$ cat src/rtl/out_uart_tx.sv
// Output-port drain stage: buffers CPU output words in a FIFO and streams them
// as 8N1 UART bytes, most-significant byte first.
module out_uart_tx #(
    parameter int unsigned WIDTH        = 24,
    parameter int unsigned DEPTH        = 16,
    parameter int unsigned CLKS_PER_BIT = 434
) (
    input  logic                       clock,
    input  logic                       reset,
    input  logic                       outFlag,
    input  logic [WIDTH-1:0]           out,
    output logic                       tx,
    output logic                       busy,
    output logic                       overflow,
    output logic [$clog2(DEPTH+1)-1:0] fifoCount
);

    localparam int unsigned CW     = $clog2(DEPTH + 1);
    localparam int unsigned PW     = $clog2(DEPTH);
    localparam int unsigned NBYTES = WIDTH / 8;
    localparam int unsigned BYW    = (NBYTES > 1) ? $clog2(NBYTES) : 1;
    localparam int unsigned TW     = $clog2(CLKS_PER_BIT);

    localparam logic [TW-1:0]  TIMER_RELOAD = TW'(CLKS_PER_BIT - 1);
    localparam logic [BYW-1:0] LAST_BYTE    = BYW'(NBYTES - 1);

    typedef enum logic [1:0] {IDLE, START, DATA, STOP} state_t;

    state_t           state;
    logic [WIDTH-1:0] mem [DEPTH];
    logic [PW-1:0]    wr_ptr;
    logic [PW-1:0]    rd_ptr;
    logic [WIDTH-1:0] shreg;
    logic [BYW-1:0]   byte_idx;
    logic [2:0]       bit_idx;
    logic [TW-1:0]    timer;
    logic             full;
    logic             pop;
    logic             push;
    logic [7:0]       cur_byte;

    assign full     = (fifoCount == CW'(DEPTH));
    assign pop      = (state == IDLE) && (fifoCount != '0);
    // A full FIFO still accepts a word on the edge that pops its head.
    assign push     = outFlag && (!full || pop);
    assign busy     = (state != IDLE) || (fifoCount != '0);
    // The outgoing byte is always the top byte; the word shifts left between bytes.
    assign cur_byte = shreg[WIDTH-1 -: 8];

    always_ff @(posedge clock or posedge reset) begin
        if (reset) begin
            wr_ptr    <= '0;
            rd_ptr    <= '0;
            fifoCount <= '0;
            overflow  <= 1'b0;
        end else begin
            if (push) wr_ptr <= wr_ptr + 1'b1;
            if (pop)  rd_ptr <= rd_ptr + 1'b1;
            if (push && !pop) begin
                fifoCount <= fifoCount + 1'b1;
            end else if (pop && !push) begin
                fifoCount <= fifoCount - 1'b1;
            end
            if (outFlag && !push) overflow <= 1'b1;
        end
    end

    always_ff @(posedge clock) begin
        if (push) mem[wr_ptr] <= out;
    end

    always_ff @(posedge clock or posedge reset) begin
        if (reset) begin
            state    <= IDLE;
            tx       <= 1'b1;
            shreg    <= '0;
            byte_idx <= '0;
            bit_idx  <= '0;
            timer    <= '0;
        end else begin
            unique case (state)
                IDLE: begin
                    tx <= 1'b1;
                    if (pop) begin
                        shreg    <= mem[rd_ptr];
                        byte_idx <= LAST_BYTE;
                        timer    <= TIMER_RELOAD;
                        tx       <= 1'b0;
                        state    <= START;
                    end
                end
                START: begin
                    if (timer == '0) begin
                        timer   <= TIMER_RELOAD;
                        bit_idx <= '0;
                        tx      <= cur_byte[0];
                        state   <= DATA;
                    end else begin
                        timer <= timer - 1'b1;
                    end
                end
                DATA: begin
                    if (timer == '0) begin
                        timer <= TIMER_RELOAD;
                        if (bit_idx == 3'd7) begin
                            tx    <= 1'b1;
                            state <= STOP;
                        end else begin
                            bit_idx <= bit_idx + 3'd1;
                            tx      <= cur_byte[bit_idx + 3'd1];
                        end
                    end else begin
                        timer <= timer - 1'b1;
                    end
                end
                STOP: begin
                    if (timer == '0) begin
                        timer <= TIMER_RELOAD;
                        if (byte_idx != '0) begin
                            byte_idx <= byte_idx - 1'b1;
                            shreg    <= shreg << 8;
                            tx       <= 1'b0;
                            state    <= START;
                        end else begin
                            state <= IDLE;
                        end
                    end else begin
                        timer <= timer - 1'b1;
                    end
                end
                default: state <= IDLE;
            endcase
        end
    end

endmodule

$ cat config.mk
export PLATFORM = sky130hd
export DESIGN_NAME = out_uart_tx
export DESIGN_NICKNAME = d
export VERILOG_FILES = /design/src/rtl/out_uart_tx.sv
export SDC_FILE = /design/constraint.sdc
export NUM_CORES = 1
export LEC_CHECK = 0
export ABC_AREA = 1
export CORE_MARGIN = 2
export CORE_UTILIZATION = 41
export CTS_CLUSTER_DIAMETER = 100
export CTS_CLUSTER_SIZE = 24
export DETAILED_ROUTE_END_ITERATION = 16
export GPL_ROUTABILITY_DRIVEN = 1
export PLACE_DENSITY = 0.66
export SLEW_MARGIN = 25
export SYNTH_ARGS = -nofsm -noshare
export SYNTH_HDL_FRONTEND = slang
export SYNTH_SLANG_ARGS = --single-unit
$ cat constraint.sdc
create_clock -name clock -period 3.1 [get_ports clock]
set_clock_uncertainty 0.05 [all_clocks]
set_input_delay 0.31 -clock clock [delete_from_list [all_inputs] [get_ports clock]]
set_output_delay 0.31 -clock clock [all_outputs]
set_load 0.01 [all_outputs]
==> metrics.md <==
| Metric | Value |
|---|---|
| Synth top area cells | `edfxtp_1 (61%), nand2_1 (9.1%), dfrtp_1 (7.1%)` |
| Area fraction in compound gates after synthesis | `0.0462` |
| CTS Buffer Depth | `3` |
| Simple-Gate Fraction of Synth Area | `0.184` |
| Switching power | `7.25 mW` |
| Area grow syn2layout | `9.77%` |
| Reg2reg setup slack | `0.31 ns` |
| Total Wirelength | `44.1 mm` |
| Reg-to-reg critical path endpoint | `fifoCount[4]` |
| Status | `complete, no violations` |
| Max-slew violation count | `0` |
| Core Rows | `78` |
| RSZ-0062 raised after global routing | `false` |
| Largest net degree at the start of global routing | `120` |
| Area leader, netlist | `edfxtp_1` |
| Net Count, Synth | `1852` |
| CP max-delay cell | `dfrtp_1` |
| Xor/xnor share of the synthesized area | `0.00553` |
| CTS tree | `yes` |
| Post-detailed-route count of antenna-violating nets | `0` |
| Full die area | `0.0481 mm^2` |
| Initial antenna violation count | `0` |
| Worst Reg2Reg Path Length in Cells | `13` |
| GPL Wtd Cong | `0.809` |
| Post-CTS Hold Fix Bufs | `0` |
| Top Usage Layer GRT | `met2` |
| Post-CTS Resized | `0` |
| TritonCTS Sinks | `439` |
| Reg2reg start | `state[0]` |
| Non-filler instance count after layout | `roughly 2400` |
| Total CTS buffers | `22` |
| Nets | `1861` |
| Clk slew on worst S/H paths | `0.10 ns` |
| DP Worst Slack | `0.356 ns` |
| Syn. warnings | `0` |
| Fmax | `358 MHz` |
| Critical path required time | `approximately 3.5 ns` |
| Final setup fails | `0` |
| Hold Crit Class | `in -> async` |
| Die Y | `219 um` |
| Fin. Hold Viols | `0` |
| Placed Area | `0.0202 mm^2` |
| CP peak stage delay | `0.43 ns` |
| CP Cell Sequence | `inv_1, ha_1, nor3_1, nor2_2, ha_1, inv_1, fa_1, nand2_1, nand2_1, a21oi_1, xor2_1, nand2_1, o21ai_0` |
| Post-route setup slack | `0.310 ns` |
| Sequential share of power | `0.420` |
| Count of different cell masters after synthesis | `35` |
| Crit end category | `flop` |
| CP arrival | `3.22 ns` |
| Leakage | `8.44 nW` |
| Synth Instances | `1807` |
| Port Buffers | `34` |
| Buf/Inv on CP | `2` |
| Slew @ Worst Pin | `0.856 ns` |
| Cell-internal power | `10.9 mW` |
| Crit-path max FO | `9` |
| Antenna cells | `0` |
| Vias per std cell | `5.12` |
| Ports | `35` |
| Post-CTS Repair Setup Buffers | `0` |
| Starting Density | `0.417` |
| GRT Overall Usage | `0.184` |
| Clk_lat worst skew | `between 0.5 and 0.6 ns` |
| Cell count after placement | `roughly 2400` |
| M3 GR Usage | `0.0255` |
| Sequential-to-total area share from yosys stat | `0.679` |
| Startpoint Class | `flop` |
| GR Util met2 | `0.310` |
| Worst VDD drop | `roughly 0.59 mV` |
| Hold Worst Slack | `0.194 ns` |
| Pwr/cell area | `870 mW/mm^2` |
| Share of layout cells above drive strength 1 | `0.0549` |
| Finished Cell Area | `0.0209 mm^2` |
| Period utilization | `0.900` |
| Slew HR | `0.429` |
| Max-cap check violation count | `0` |
| Seq cells post-synth | `approximately 440` |
| Residual DRC | `0` |
| Core area | `roughly 0.046 mm^2` |
| Post-detail-place hpwl | `25.3 mm` |
| Layout Utilization | `0.458` |
| DRT iter0 DRCs | `approximately 1300` |
| Clock power share | `0.176` |
| Clock root cell | `clkbuf_16` |
| Comb power frac | `0.404` |
| Top cell family by delay on the critical path | `adder cells` |
| Mux share of post-synthesis cell area | `0` |
| Die W | `219 um` |
| Largest family of logic cells by synthesized area | `simple AND/OR/NAND/NOR gates` |
| Adder-cell area share of the yosys netlist | `0.0122` |
| Wire per inst | `18.2 um` |
| Vias | `between 10000 and 15000` |
| Top-area cell type share of the netlist area | `0.607` |
| Gr ovfl total | `0` |
| Met1 usage in global routing | `0.251` |
| First-pass GRT wire length | `68.4 mm` |
| Sw frac | `0.400` |
| Post-layout min period | `2.79 ns` |
| Pwr Total | `18.1 mW` |
| CTS HTree Levels | `1` |
| Setup TNS Final | `0 ns` |
| Synth Area per Inst | `10.5 um^2` |
| Vias in the first global route | `12000` |
| Post-Syn Area | `0.0190 mm^2` |
| TritonRoute pass-1 iters | `6` |
| Crit-path most repeated cell | `nand2_1` |
| Fillers | `4106` |
| Setup CP Type | `reg -> reg` |
state kept, by name, summed over array words and instances (netlist names):
| name | cells |
|---|---|
| mem | 384 |
| shreg | 24 |
| timer | 9 |
| fifoCount | 5 |
| rd_ptr | 4 |
| wr_ptr | 4 |
| bit_idx | 3 |
| byte_idx | 2 |
| state | 2 |
| overflow | 1 |
| tx | 1 |
routing by layer:
metal	vias to the layer above	wire length, um
li1	5949	-
met1	5991	19200
met2	385	21000
met3	70	2760
met4	0	1160
met5	-	0
cell families after synthesis:
family                     after synthesis
and+or+nand+nor                        834
adders and majority gates               18
AOI/OAI and AO/OA                      161
buffers and inverters                  343
DFF                                    439
xor gates and xnor gates                12
layout by cell type (no fill, tap or decap), types with 27 or more instances in the layout:
cell type,synthesis,layout
nor2_1,130,114
edfxtp_1,384,384
nand3_1,228,228
buf_4,8,27
inv_1,251,249
dfrtp_1,54,51
clkdlybuf4s50_1,0,34
a21oi_1,49,49
o21ai_0,79,79
nand2_1,459,459
power by group through the flow:
stage               sequential [mW]  combinational, mW  clock, mW
finish                         7.62               7.32       3.20
global placement               7.72               7.21          0
floorplan                      7.68               4.95          0
CTS                            7.62               7.37       3.29
detailed placement             7.75               7.33          0
global route                   7.70               8.17       3.47
cells in the mapped netlist (all sizes together):
master	instances
nand2	461
edfxtp	384
inv	255
nand3	229
nor2	135
o21ai	82
buf	67
dfrtp	54
a21oi	49
o211ai	24
clkbuf	20
ha	17
xor2	10
nor3	3
o22ai	3
nand4	2
or2	2
xnor2	2
a211oi	1
a21o	1
and2	1
and3	1
clkinv	1
dfstp	1
fa	1
o31ai	1
worst max path at each step:
stage / from / endpoint / slack (ns) / cells after the start
floorplan: state[0] / mem[11][0] / 0.37 / 6
global placement: outFlag / fifoCount[4] / 0.37 / 12
detailed placement: state[0] / fifoCount[4] / 0.36 / 13
CTS: state[0] / busy / 0.33 / 6
global route: state[0] / fifoCount[4] / 0.07 / 13
finish: state[0] / fifoCount[4] / 0.31 / 13
worst register-to-register path, stage by stage, from the launching register on:
cell and delay [ns]:
dfrtp_1 0.43, inv_1 0.13, ha_1 0.28, nor3_1 0.11
nor2_2 0.37, ha_1 0.26, inv_1 0.10, fa_1 0.40
nand2_1 0.11, nand2_1 0.06, a21oi_1 0.15, xor2_1 0.15
nand2_1 0.05, o21ai_0 0.06
cell type report:
type,instances,area (um^2),area share
Clock buffer,27,569,0.0273
Clock inverter,4,66.3,0.00318
Inverter,256,963,0.0462
Multi-Input combinational cell,1025,4820,0.231
Sequential cell,439,12900,0.619
Tap cell,600,751,0.0360
Timing Repair Buffer,72,763,0.0366
Power figures use the tool's default switching activity.
